### config.mk
export PLATFORM = sky130hd
export DESIGN_NAME = proc_ctrl
export DESIGN_NICKNAME = d
export VERILOG_FILES = /design/src/rtl/proc_ctrl_pkg.sv /design/src/rtl/proc_ctrl_dec.sv /design/src/rtl/proc_ctrl.sv
export SDC_FILE = /design/constraint.sdc
export NUM_CORES = 1
export LEC_CHECK = 0
export CORE_UTILIZATION = 33
export CTS_BUF_LIST = sky130_fd_sc_hd__clkbuf_16
export DETAILED_ROUTE_END_ITERATION = 8
export GPL_ROUTABILITY_DRIVEN = 0
export GPL_TIMING_DRIVEN = 0
export SYNTH_ARGS = -nofsm -noshare
export SYNTH_HDL_FRONTEND = slang
export SYNTH_SLANG_ARGS = --single-unit
### constraint.sdc
create_clock -name clk -period 2.35 [get_ports clk]
set_clock_uncertainty 0.15 [all_clocks]
set_input_delay 0.3525 -clock clk [delete_from_list [all_inputs] [get_ports clk]]
set_output_delay 0.3525 -clock clk [all_outputs]
set_load 0.01 [all_outputs]
### src/rtl/proc_ctrl_pkg.sv
// Shared definitions for the s_proc_v1 instruction-cycle controller:
// opcode values, one-hot T-state encoding and the strobe vector bit order.
package proc_ctrl_pkg;

  localparam logic [3:0] OP_LDA = 4'h0;
  localparam logic [3:0] OP_ADD = 4'h1;
  localparam logic [3:0] OP_SUB = 4'h2;
  localparam logic [3:0] OP_OUT = 4'hE;
  localparam logic [3:0] OP_HLT = 4'hF;

  typedef enum logic [5:0] {
    T1 = 6'b000001,
    T2 = 6'b000010,
    T3 = 6'b000100,
    T4 = 6'b001000,
    T5 = 6'b010000,
    T6 = 6'b100000
  } tstate_e;

  localparam int unsigned N_STB     = 12;
  localparam int unsigned S_PC_OE   = 0;
  localparam int unsigned S_PC_INC  = 1;
  localparam int unsigned S_MAR_LD  = 2;
  localparam int unsigned S_MEM_RD  = 3;
  localparam int unsigned S_IR_LD   = 4;
  localparam int unsigned S_IR_OE   = 5;
  localparam int unsigned S_A_LD    = 6;
  localparam int unsigned S_A_OE    = 7;
  localparam int unsigned S_B_LD    = 8;
  localparam int unsigned S_ALU_OE  = 9;
  localparam int unsigned S_ALU_SUB = 10;
  localparam int unsigned S_OUT_LD  = 11;

  // Instructions that fetch an operand from memory in T5.
  function automatic logic is_mem_op(input logic [3:0] op);
    return (op == OP_LDA) || (op == OP_ADD) || (op == OP_SUB);
  endfunction

  function automatic logic is_alu_op(input logic [3:0] op);
    return (op == OP_ADD) || (op == OP_SUB);
  endfunction

endpackage

### src/rtl/proc_ctrl_dec.sv
// Combinational strobe decoder: (T-state, opcode, mem_rdy) to the raw strobe
// vector. Enable/halt gating is applied by the parent.
module proc_ctrl_dec
  import proc_ctrl_pkg::*;
(
  input  tstate_e          state_i,
  input  logic [3:0]       opcode_i,
  input  logic             mem_rdy_i,
  output logic [N_STB-1:0] strobe_o
);

  // NOTE: every output of an always_comb gets a default first, so no path
  // through the case statements can leave it unassigned and infer a latch.
  always_comb begin
    strobe_o = '0;
    case (state_i)
      T1: begin
        strobe_o[S_PC_OE]  = 1'b1;
        strobe_o[S_MAR_LD] = 1'b1;
      end
      T2: strobe_o[S_PC_INC] = 1'b1;
      T3: begin
        strobe_o[S_MEM_RD] = 1'b1;
        strobe_o[S_IR_LD]  = mem_rdy_i;
      end
      T4: begin
        if (is_mem_op(opcode_i)) begin
          strobe_o[S_IR_OE]  = 1'b1;
          strobe_o[S_MAR_LD] = 1'b1;
        end else if (opcode_i == OP_OUT) begin
          strobe_o[S_A_OE]   = 1'b1;
          strobe_o[S_OUT_LD] = 1'b1;
        end
      end
      T5: begin
        strobe_o[S_MEM_RD] = 1'b1;
        strobe_o[S_A_LD]   = mem_rdy_i & (opcode_i == OP_LDA);
        strobe_o[S_B_LD]   = mem_rdy_i & is_alu_op(opcode_i);
      end
      T6: begin
        strobe_o[S_ALU_OE]  = 1'b1;
        strobe_o[S_A_LD]    = 1'b1;
        strobe_o[S_ALU_SUB] = (opcode_i == OP_SUB);
      end
      default: strobe_o = '0;
    endcase
  end

endmodule

### src/rtl/proc_ctrl.sv
// Stallable one-hot T-state sequencer for s_proc_v1 with memory-ready wait,
// timeout error halt and HLT handling; strobes come from proc_ctrl_dec.
module proc_ctrl
  import proc_ctrl_pkg::*;
#(
  parameter int unsigned TIMEOUT = 15
) (
  input  logic       clk,
  input  logic       clr,
  input  logic       ce,
  input  logic [3:0] opcode,
  input  logic       mem_rdy,
  output logic [5:0] state,
  output logic       pc_oe,
  output logic       pc_inc,
  output logic       mar_ld,
  output logic       mem_rd,
  output logic       ir_ld,
  output logic       ir_oe,
  output logic       a_ld,
  output logic       a_oe,
  output logic       b_ld,
  output logic       alu_oe,
  output logic       alu_sub,
  output logic       out_ld,
  output logic       halted,
  output logic       err
);

  localparam logic [7:0] LAST_WAIT = 8'(TIMEOUT - 1);

  tstate_e          state_q, state_d;
  logic [7:0]       wait_q, wait_d;
  logic             halted_q, halted_d;
  logic             err_q, err_d;
  logic [N_STB-1:0] raw_stb, stb;
  logic             run;

  always_comb begin
    state_d  = state_q;
    wait_d   = wait_q;
    halted_d = halted_q;
    err_d    = err_q;
    if (ce) begin
      // The counter only survives a cycle spent waiting; anything else clears it.
      wait_d = '0;
      if (halted_q) begin
        state_d = T1;
      end else begin
        case (state_q)
          T1: state_d = T2;
          T2: state_d = T3;
          T3: begin
            if (mem_rdy) begin
              state_d = T4;
            end else if (wait_q >= LAST_WAIT) begin
              state_d  = T1;
              halted_d = 1'b1;
              err_d    = 1'b1;
            end else begin
              wait_d = wait_q + 8'd1;
            end
          end
          T4: begin
            state_d = is_mem_op(opcode) ? T5 : T1;
            if (opcode == OP_HLT) halted_d = 1'b1;
          end
          T5: begin
            if (mem_rdy) begin
              state_d = is_alu_op(opcode) ? T6 : T1;
            end else if (wait_q >= LAST_WAIT) begin
              state_d  = T1;
              halted_d = 1'b1;
              err_d    = 1'b1;
            end else begin
              wait_d = wait_q + 8'd1;
            end
          end
          T6:      state_d = T1;
          default: state_d = T1;
        endcase
      end
    end
  end

  // NOTE: state registers use non-blocking assignments so every flop samples
  // the pre-edge values regardless of statement order.
  always_ff @(posedge clk or negedge clr) begin
    if (!clr) begin
      state_q  <= T1;
      wait_q   <= '0;
      halted_q <= 1'b0;
      err_q    <= 1'b0;
    end else begin
      state_q  <= state_d;
      wait_q   <= wait_d;
      halted_q <= halted_d;
      err_q    <= err_d;
    end
  end

  proc_ctrl_dec u_dec (
    .state_i   (state_q),
    .opcode_i  (opcode),
    .mem_rdy_i (mem_rdy),
    .strobe_o  (raw_stb)
  );

  assign run = ce & ~halted_q & clr;
  assign stb = raw_stb & {N_STB{run}};

  assign state   = state_q;
  assign pc_oe   = stb[S_PC_OE];
  assign pc_inc  = stb[S_PC_INC];
  assign mar_ld  = stb[S_MAR_LD];
  assign mem_rd  = stb[S_MEM_RD];
  assign ir_ld   = stb[S_IR_LD];
  assign ir_oe   = stb[S_IR_OE];
  assign a_ld    = stb[S_A_LD];
  assign a_oe    = stb[S_A_OE];
  assign b_ld    = stb[S_B_LD];
  assign alu_oe  = stb[S_ALU_OE];
  assign alu_sub = stb[S_ALU_SUB];
  assign out_ld  = stb[S_OUT_LD];
  assign halted  = halted_q;
  assign err     = err_q;

endmodule

Word level (Yosys, flattened, before mapping)
Cells that the tools add are included.
{ "totals": {"reg_bits": 16, "input_bits": 8, "output_inout_bits": 20, "word_cells": 58} }
{ "classes": {"n_addsub": 1, "n_lt_le_gt_ge": 1, "n_eq_ne": 10, "mux": 29, "bitwise_logic": 7, "n_reduce_logical": 6} }
{ "ops": {"columns": ["cell", "count"], "rows": [
  ["two-way mux 8 bit", 4],
  ["two-way mux 6 bit", 5],
  ["case mux 6 bit (5 select lines)", 1],
  ["two-way mux 1 bit", 14],
  ["bitwise AND 12 bit", 1],
  ["adder 8 x 1 -> 8 bit (second input constant)", 1],
  ["equality test 4 bit (second input constant)", 2],
  ["greater-or-equal comparator 8 x 4 -> 1 bit (second input constant)", 1],
  ["equality test 6 x 1 -> 1 bit (second input constant)", 1],
  ["equality test 6 x 2 -> 1 bit (second input constant)", 1],
  ["equality test 6 x 3 -> 1 bit (second input constant)", 1],
  ["equality test 6 x 4 -> 1 bit (second input constant)", 1],
  ["equality test 6 x 5 -> 1 bit (second input constant)", 1],
  ["equality test 6 bit (second input constant)", 1],
  ["case mux 1 bit (2 select lines)", 3],
  ["two-way mux 5 bit", 1],
  ["AND reduction 5 bit", 1],
  ["bitwise AND 1 bit", 4],
  ["equality test 4 x 1 -> 1 bit (second input constant)", 1],
  ["equality test 4 x 2 -> 1 bit (second input constant)", 1],
  ["zero test 4 bit", 1],
  ["logical OR 1 bit", 3],
  ["two-way mux 2 bit", 1],
  ["NOT 1 bit", 2],
  ["OR reduction 2 bit", 1]
]} }

Logic depth before layout (Yosys ltp)
Gate-level depths: netlist of run 1.
{ "depth": {"word_depth": 6, "mapped_depth": 6, "depth_no_buf": 6} }

Modules after synthesis
Synthesis of run 1 repeated with hierarchy kept, for this count alone.
{ "hier_totals": {"hier_cells": 145, "area_unflattened_um2": 1223.7} }
{ "modules_own_cells": {"columns": ["module", "n_inst", "cells_each", "area_per_inst_um2", "seq_area_each_um2"], "rows": [
  ["proc_ctrl", 1, 117, 1053.5, 401.6],
  ["proc_ctrl_dec", 1, 28, 170.2, 0.0]
]} }

Least setup slack after synthesis of run 1
No wires, ideal clock.
{ "synth_path": {"kind": "flip-flop to output port", "from": "register state_q[2] (netlist: state[2])", "to": "output port out_ld", "arrival_ps": 1538, "t_required_ps": 1847, "setup_slack_ps": 309, "path_stages_with_launch": 6, "n_path_buf": 2, "path_cell_list": "dfrtp_1 -> buf_2 -> nor2_1 -> nand4_1 -> nor4_1 -> buf_4"} }
{ "synth_via": {"elab_chain_cells": 3} }
{ "synth_rtl": {"columns": ["item", "line", "source"], "rows": [
  ["start: declaration", "proc_ctrl.sv:32", "tstate_e state_q, state_d;"],
  ["start signal: assignment", "proc_ctrl.sv:95", "state_q <= state_d;"],
  ["equality test 6 x 4 -> 1 bit", "proc_ctrl_dec.sv:16", "case (state_i)"],
  ["two-way mux 1 bit", "proc_ctrl_dec.sv:16", null],
  ["bitwise AND 12 bit", "proc_ctrl.sv:110", "assign stb = raw_stb & {N_STB{run}};"],
  ["end: declaration", "proc_ctrl.sv:25", "output logic out_ld,"]
]} }
Every way passes these cells.

Worst setup path in the final report of run 1
{ "layout_path": {"from": "register state_q[1] (netlist: state[1])", "to": "register state_q[0] (netlist: state[0])"} }
{ "layout_via": {"elab_chain_cells": 3, "word_cells_on_any_way": 7, "classes_between": "5 x eq/ne; 2 x mux"} }
{ "layout_rtl": {"columns": ["item", "line", "source"], "rows": [
  ["equality test 6 x 5 -> 1 bit, or another cell as far along", "proc_ctrl.sv:50", "case (state_q)"],
  ["case mux 6 bit (5 select lines) *", "proc_ctrl.sv:50", null],
  ["two-way mux 6 bit *", "proc_ctrl.sv:47", "if (halted_q) begin"]
]} }
Every way passes the cells marked *; elsewhere a longest branch is shown, timed or not.
A chain may end at the register's enable or synchronous reset.

==> results of run 1 <==
-- critical path, cell delays in order (launching register included) --
cell	delay (ps)
dfrtp_2	440
nor2_4	170
nand4_1	150
buf_4	160
buf_4	120
buf_4	120
buf_4	120
buf_4	120
buf_4	120
buf_4	120
buf_4	130
o221a_4	230
a31oi_1	170
-- stage by stage --
step	setup TNS, ps	worst slack (ps)	utilization	instances	cell area (um^2)
after global placement	-8240	-971	0.454	186	1390
final	-82.5	-54.1	0.571	212	1740
after detailed placement	-8290	-984	0.454	186	1390
after floorplan	0	309	-	115	1060
after global routing	-373	-108	0.571	212	1740
after CTS	-184	-63.5	0.523	201	1600
-- sequential cells by signal, summed over array words and instances (netlist names) --
signal,flops
wait_q,8
halted,1
state,6
err,1
-- power breakdown --
group	internal [uW]	switching [uW]	leakage, uW
Combinational	219	190	0.000555
Clock	226	108	0.0000385
Sequential	309	47.5	0.000215
Total	754	346	0.000808
-- cells in the final DEF (no fill, tap or decap), types with 3 or more instances in the layout --
master	Yosys	layout
clkbuf_16	0	3
nand2b_1	5	4
dlygate4sd2_1	0	10
o21ai_0	4	4
nor2b_1	6	5
nand2_1	10	10
nor3_1	5	4
nor4_1	4	3
inv_1	9	8
dfrtp_1	15	13
buf_4	1	22
clkdlybuf4s50_1	0	9
nor2_1	8	6
dlymetal6s2s_1	0	4
-- cells by family (layout without fill, tap and decap cells) --
family,count (synthesis),count (layout),synth area share
adders and majority gates,2,2,0.0236
AOI/OAI and AO/OA,24,24,0.184
buffers and inverters,14,67,0.0554
xor gates and xnor gates,3,3,0.0318
and+or+nand+nor,55,55,0.305
DFF,16,16,0.379
muxes,1,1,0.0212
-- routing by layer --
metal,wire [um],vias to the layer above,part of all wire,global-route usage
met2,1550,32,0.50,0.273
li1,-,524,-,-
met3,123,4,0.039,0.0242
met4,48,0,0.015,0.0748
met1,1410,533,0.45,0.244
met5,0,-,0,0
-- cell type report --
class	count	area [um^2]	share of cell area
multi-input combinational	85	706	0.405
timing repair buffer	50	437	0.250
sequential	16	404	0.232
clock buffer	3	75.1	0.0430
tap	44	55.1	0.0316
inverter	9	33.8	0.0194
buffer	4	30.0	0.0172
clock inverter	1	3.75	0.00215
-- repair_timing --
action,4_1_cts,5_1_grt
hold endpoints to repair,15,0
resized for setup,35,17
pin swaps,6,7
buffers inserted,10,11
hold buffers,2,0
endpoints found under the setup margin,12,8
-- how the worst min path moves through the flow --
stage / start / endpoint / cells past startpoint
final: err / err / 1
after global routing: err / err / 1
after CTS: err / err / 1
after detailed placement: err / err / 1
after global placement: err / err / 1
after floorplan: clr / err / 0
==> results.sh, run 1 <==
export IMPL_status="finished, violations left"
export IMPL_violations="negative setup slack"
export IMPL_nFillCells=272
export IMPL_start_kind="flop"
export IMPL_grt_setup_unrepaired="yes"
export IMPL_ys_seq_area_frac=0.379
export IMPL_synth_edf_count=0
export IMPL_power_uw=1100
export IMPL_die_area_mm2=0.00345
export IMPL_numPortBuffers=27
export IMPL_ys_seq_elements=16
export IMPL_rrSetupSlack_ps=-50
export IMPL_cts_tree="built"
export IMPL_yosys_most_used_dff="dfrtp_1"
export IMPL_grt_pass1_vias=939
export IMPL_antenna_found_initial=0
export IMPL_yosysTopAreaCellShare=0.354
export IMPL_endpoint="state[0]"
export IMPL_cp_end_kind="flop"
export IMPL_setup_viol=2
export IMPL_synth_common_cells="dfrtp_1 (15), nand2_1 (10), inv_1 (9), nor2_1 (8), nor2b_1 (6)"
export IMPL_die_x_um=58.7
export IMPL_grt_max_degree=16
export IMPL_pwr_density_cell_mw_per_mm2=631
export IMPL_reg2reg_depth=12
export IMPL_cap_viol_max_count=0
export IMPL_io_pins=28
export IMPL_ys_top_cells_by_area="dfrtp_1 (35%), nand2_1 (3.5%), nor2b_1 (3.5%)"
export IMPL_netlist_area_mm2=0.00106
export IMPL_place_hpwl_um=1880
export IMPL_crit_type="reg -> reg"
export IMPL_ys_warn_count=0
export IMPL_grt_pass1_wl_um=4460
export IMPL_core_mm2=0.00305
export IMPL_peakVddDrop_v=0.000493
export IMPL_min_period_ps=2400
export IMPL_drtAntennaViolNets=0
export IMPL_r2r_start="state[1]"
export IMPL_via_per_inst=5.16
export IMPL_layout_nets=179
export IMPL_synth_distinct_cells=46
export IMPL_drc=0
export IMPL_num_rows=20
export IMPL_final_max_slew_violation_count=0
export IMPL_finalWirelength_um=3140
export IMPL_syn_inst=115
export IMPL_timing_hold_ws_ps=364
export IMPL_post_route_period_util=1.02
export IMPL_htreeDepth=1
export IMPL_syn_nets=125
export IMPL_clockBufferDepth=2
export IMPL_cp_data_arrival_time_ps=2430
export IMPL_postSynthAreaPerCell_um2=9.23
export IMPL_antenna_cells=0
export IMPL_cts_sinks=16
export IMPL_worstPathRequired_ps=2370
export IMPL_hold_violations=0
export IMPL_areaGrowthSynthToFinish_pct=64.4
export IMPL_synth_top_area_cell="dfrtp_1"
export IMPL_die_height_um=58.7
export IMPL_dr_total_vias=1093
export IMPL_hold_path_class="reg -> reg"
export IMPL_max_clock_freq_mhz=416
export IMPL_slew_headroom=0.530
export IMPL_track_usage=0.175
export IMPL_crit_start="state[1]"
export IMPL_grt_overflow=0
export IMPL_clock_root_buffer="clkbuf_16"
export IMPL_start_util=0.348
export IMPL_drive_gt1_frac=0.327
export IMPL_drtPass1Iterations=4
export IMPL_fin_ws_ps=-54.1
export IMPL_post_drt_wl_per_cell_um=14.8
export IMPL_worst_pin_slew_ps=703
export IMPL_worstPathMaxFanout=5
export IMPL_initialDrtViolationCount=44
export IMPL_synth_most_common_cell="dfrtp_1"
export IMPL_p_leak_uw=0.000808
export IMPL_async_flop_share=1.00
export IMPL_clk_latency_ps=250
export IMPL_r2r_end="state[0]"
export IMPL_clkSlewWorstSetupHoldPaths_ps=50
export IMPL_cts_buffers=3
Power figures use the tool's default switching activity.
==> run 2, diff against run 1 <==
--- a/config.mk
+++ b/config.mk
@@ -5,6 +5,8 @@
 export SDC_FILE = /design/constraint.sdc
 export NUM_CORES = 1
 export LEC_CHECK = 0
+export CORE_ASPECT_RATIO = 1.4
+export CORE_MARGIN = 5
 export CORE_UTILIZATION = 33
 export CTS_BUF_LIST = sky130_fd_sc_hd__clkbuf_16
 export DETAILED_ROUTE_END_ITERATION = 8
@@ -12,4 +14,5 @@
 export GPL_TIMING_DRIVEN = 0
 export SYNTH_ARGS = -nofsm -noshare
 export SYNTH_HDL_FRONTEND = slang
+export SYNTH_HIERARCHICAL = 1
 export SYNTH_SLANG_ARGS = --single-unit
==> run 2 against run 1 <==
Die area grew 46%. Global-route usage shrank 1.4 points. Register-to-register slack gained 70 ps. Via count grew 17%. Combinational power grew 12%. Clock power is essentially flat. Core utilization shrank 7.9 points. The flow still finishes with violations (negative setup slack). Cell count grew 9.4%. Setup slack gained 28 ps. Total power grew 4.4%.
==> results.sh, run 2 <==
export IMPL_yosysTopAreaCellShare=0.307
export IMPL_ys_seq_area_frac=0.328
export IMPL_cts_buffers=3
export IMPL_clock_root_buffer="clkbuf_16"
export IMPL_crit_buf_inv=1
export IMPL_worstPathRequired_ps=1850
export IMPL_violations="negative setup slack"
export IMPL_slowest_delay_ps=560
export IMPL_regMostFlops="wait_q"
export IMPL_cts_tree="built"
export IMPL_max_clock_freq_mhz=421
export IMPL_synth_distinct_cells=46
export IMPL_fin_area_mm2=0.00178
export IMPL_io_pins=28
export IMPL_largest_reg_flops=8
export IMPL_antenna_found_initial=0
export IMPL_seqCellArea_um2=407
export IMPL_num_rows=26
export IMPL_nFillCells=355
export IMPL_clockBufferDepth=2
export IMPL_path_cells="or4_4 > nor3b_4 > o21bai_1 > and3_1 > buf_2"
export IMPL_post_route_period_util=1.01
export IMPL_ys_top_cells_by_area="dfrtp_1 (31%), and3_1 (6.1%), inv_1 (3.4%)"
export IMPL_die_area_mm2=0.00504
export IMPL_setup_viol=1
export IMPL_netlist_area_mm2=0.00122
export IMPL_async_flop_share=1.00
export IMPL_htreeDepth=1
export IMPL_ys_warn_count=6
export IMPL_multi_input_area_um2=807
export IMPL_track_usage=0.161
export IMPL_hold_violations=0
export IMPL_post_drt_wl_per_cell_um=16.0
export IMPL_synth_most_common_cell="dfrtp_1"
export IMPL_cp_end_kind="primary output"
export IMPL_place_area_mm2=0.00155
export IMPL_dr_total_vias=1279
export IMPL_antenna_cells=0
export IMPL_peakVddDrop_v=0.000404
export IMPL_layout_nets=201
export IMPL_yosys_most_used_dff="dfrtp_1"
export IMPL_die_height_um=82.1
export IMPL_grt_pass1_vias=1271
export IMPL_syn_inst=145
export IMPL_cp_data_arrival_time_ps=1870
export IMPL_grt_overflow=0
export IMPL_hold_path_class="in -> async"
export IMPL_start_kind="flop"
export IMPL_worstPathMaxFanout=3
export IMPL_pwr_density_cell_mw_per_mm2=646
export IMPL_synth_edf_count=0
export IMPL_grt_setup_unrepaired="yes"
export IMPL_place_hpwl_um=2590
export IMPL_power_uw=1150
export IMPL_status="finished, violations left"
export IMPL_worst_pin_slew_ps=532
export IMPL_clkSlewWorstSetupHoldPaths_ps=50
export IMPL_numPortBuffers=27
export IMPL_start_util=0.339
export IMPL_final_common_cell="buf_4"
export IMPL_postSynthAreaPerCell_um2=8.44
export IMPL_grt_pass1_wl_um=5990
export IMPL_syn_nets=155
export IMPL_via_per_inst=5.51
export IMPL_drc=0
export IMPL_dp_cells=214
export IMPL_critical_path_top_delay_family="simple AND/OR/NAND/NOR gates"
export IMPL_synth_top_area_cell="dfrtp_1"
export IMPL_clk_latency_ps=250
export IMPL_crit_type="reg -> out"
export IMPL_min_period_ps=2380
export IMPL_synth_common_cells="dfrtp_1 (15), and3_1 (12), inv_1 (11), nor2_1 (11), nand2_1 (9)"
export IMPL_initialDrtViolationCount=45
export IMPL_die_x_um=61.5
export IMPL_fin_ws_ps=-26.1
export IMPL_cap_viol_max_count=0
export IMPL_finalNonFillerCells=232
export IMPL_core_mm2=0.00361
export IMPL_ys_seq_elements=16
export IMPL_p_leak_uw=0.000790
export IMPL_drtAntennaViolNets=0
export IMPL_cp_slowest_cell="or4_4"
export IMPL_final_cell_mix="buf_4 (14), clkdlybuf4s50_1 (12)"
export IMPL_final_max_slew_violation_count=0
export IMPL_slew_headroom=0.646
export IMPL_finalWirelength_um=3710
export IMPL_drive_gt1_frac=0.279
export IMPL_cts_sinks=16
export IMPL_areaGrowthSynthToFinish_pct=45.4
export IMPL_grt_max_degree=20
export IMPL_drtPass1Iterations=4
[run 2: layout make-up]
class / count / area share
plain buffers: 9 / 0.0281
flip-flops and latches: 16 / 0.229
multi-input cells: 109 / 0.454
well taps: 42 / 0.0295
clock inverters: 1 / 0.00211
clock buffers: 3 / 0.0422
repair buffers: 41 / 0.193
inverters: 11 / 0.0232
[run 2: layer usage]
layer  track usage  wire length (um)
met2         0.301              1970
met1         0.171              1410
met3        0.0299               255
met5             0                 0
met4        0.0637                71
[run 2: kinds of logic (layout without fill, tap and decap cells)]
group	count (synthesis)	in the layout	synth area share
AO/OA/AOI/OAI	29	29	0.180
adder cells (fa/ha/maj)	2	2	0.0204
XOR/XNOR	3	3	0.0215
AND/OR/NAND/NOR	73	73	0.362
flip-flops	16	16	0.328
buffers and inverters	20	65	0.0716
multiplexers	2	2	0.0164
[run 2: timing repair]
item                       4_1_cts  5_1_grt
pin swaps                       11       10
setup buffers                   12        2
hold buffers                     0        0
gates resized for setup         49       12
setup endpoints to repair       12       14
[run 2: report_power, final]
group / switching [uW] / total (uW) / internal (uW)
clock network: 111 / 337 / 226
logic: 219 / 459 / 240
registers: 47.9 / 353 / 305
total: 378 / 1150 / 771
[run 2: worst paths after layout]
kind / start / to / slack (ps) / depth (start not counted)
setup / recovery: state[4] / mar_ld / -30 / 5
hold / removal: clr / state[5] / 2 / 1
setup reg to reg: state[3] / wait_q[2] / 20 / 8
hold reg to reg: err / err / 340 / 2
max in group asynchronous: clr / state[1] / 1680 / 1
min in group clk: err / err / 340 / 2
[run 2: per-stage QoR]
step	hold WS [ps]	util	setup slack [ps]	setup TNS (ps)
final	2.23	0.493	-26.1	-26.1
after global routing	38.1	0.493	-86.4	-418
after CTS	14.9	0.490	-138	-258
after detailed placement	343	0.428	-665	-7130
after global placement	314	0.428	-589	-6570
after floorplan	-93.1	-	285	0
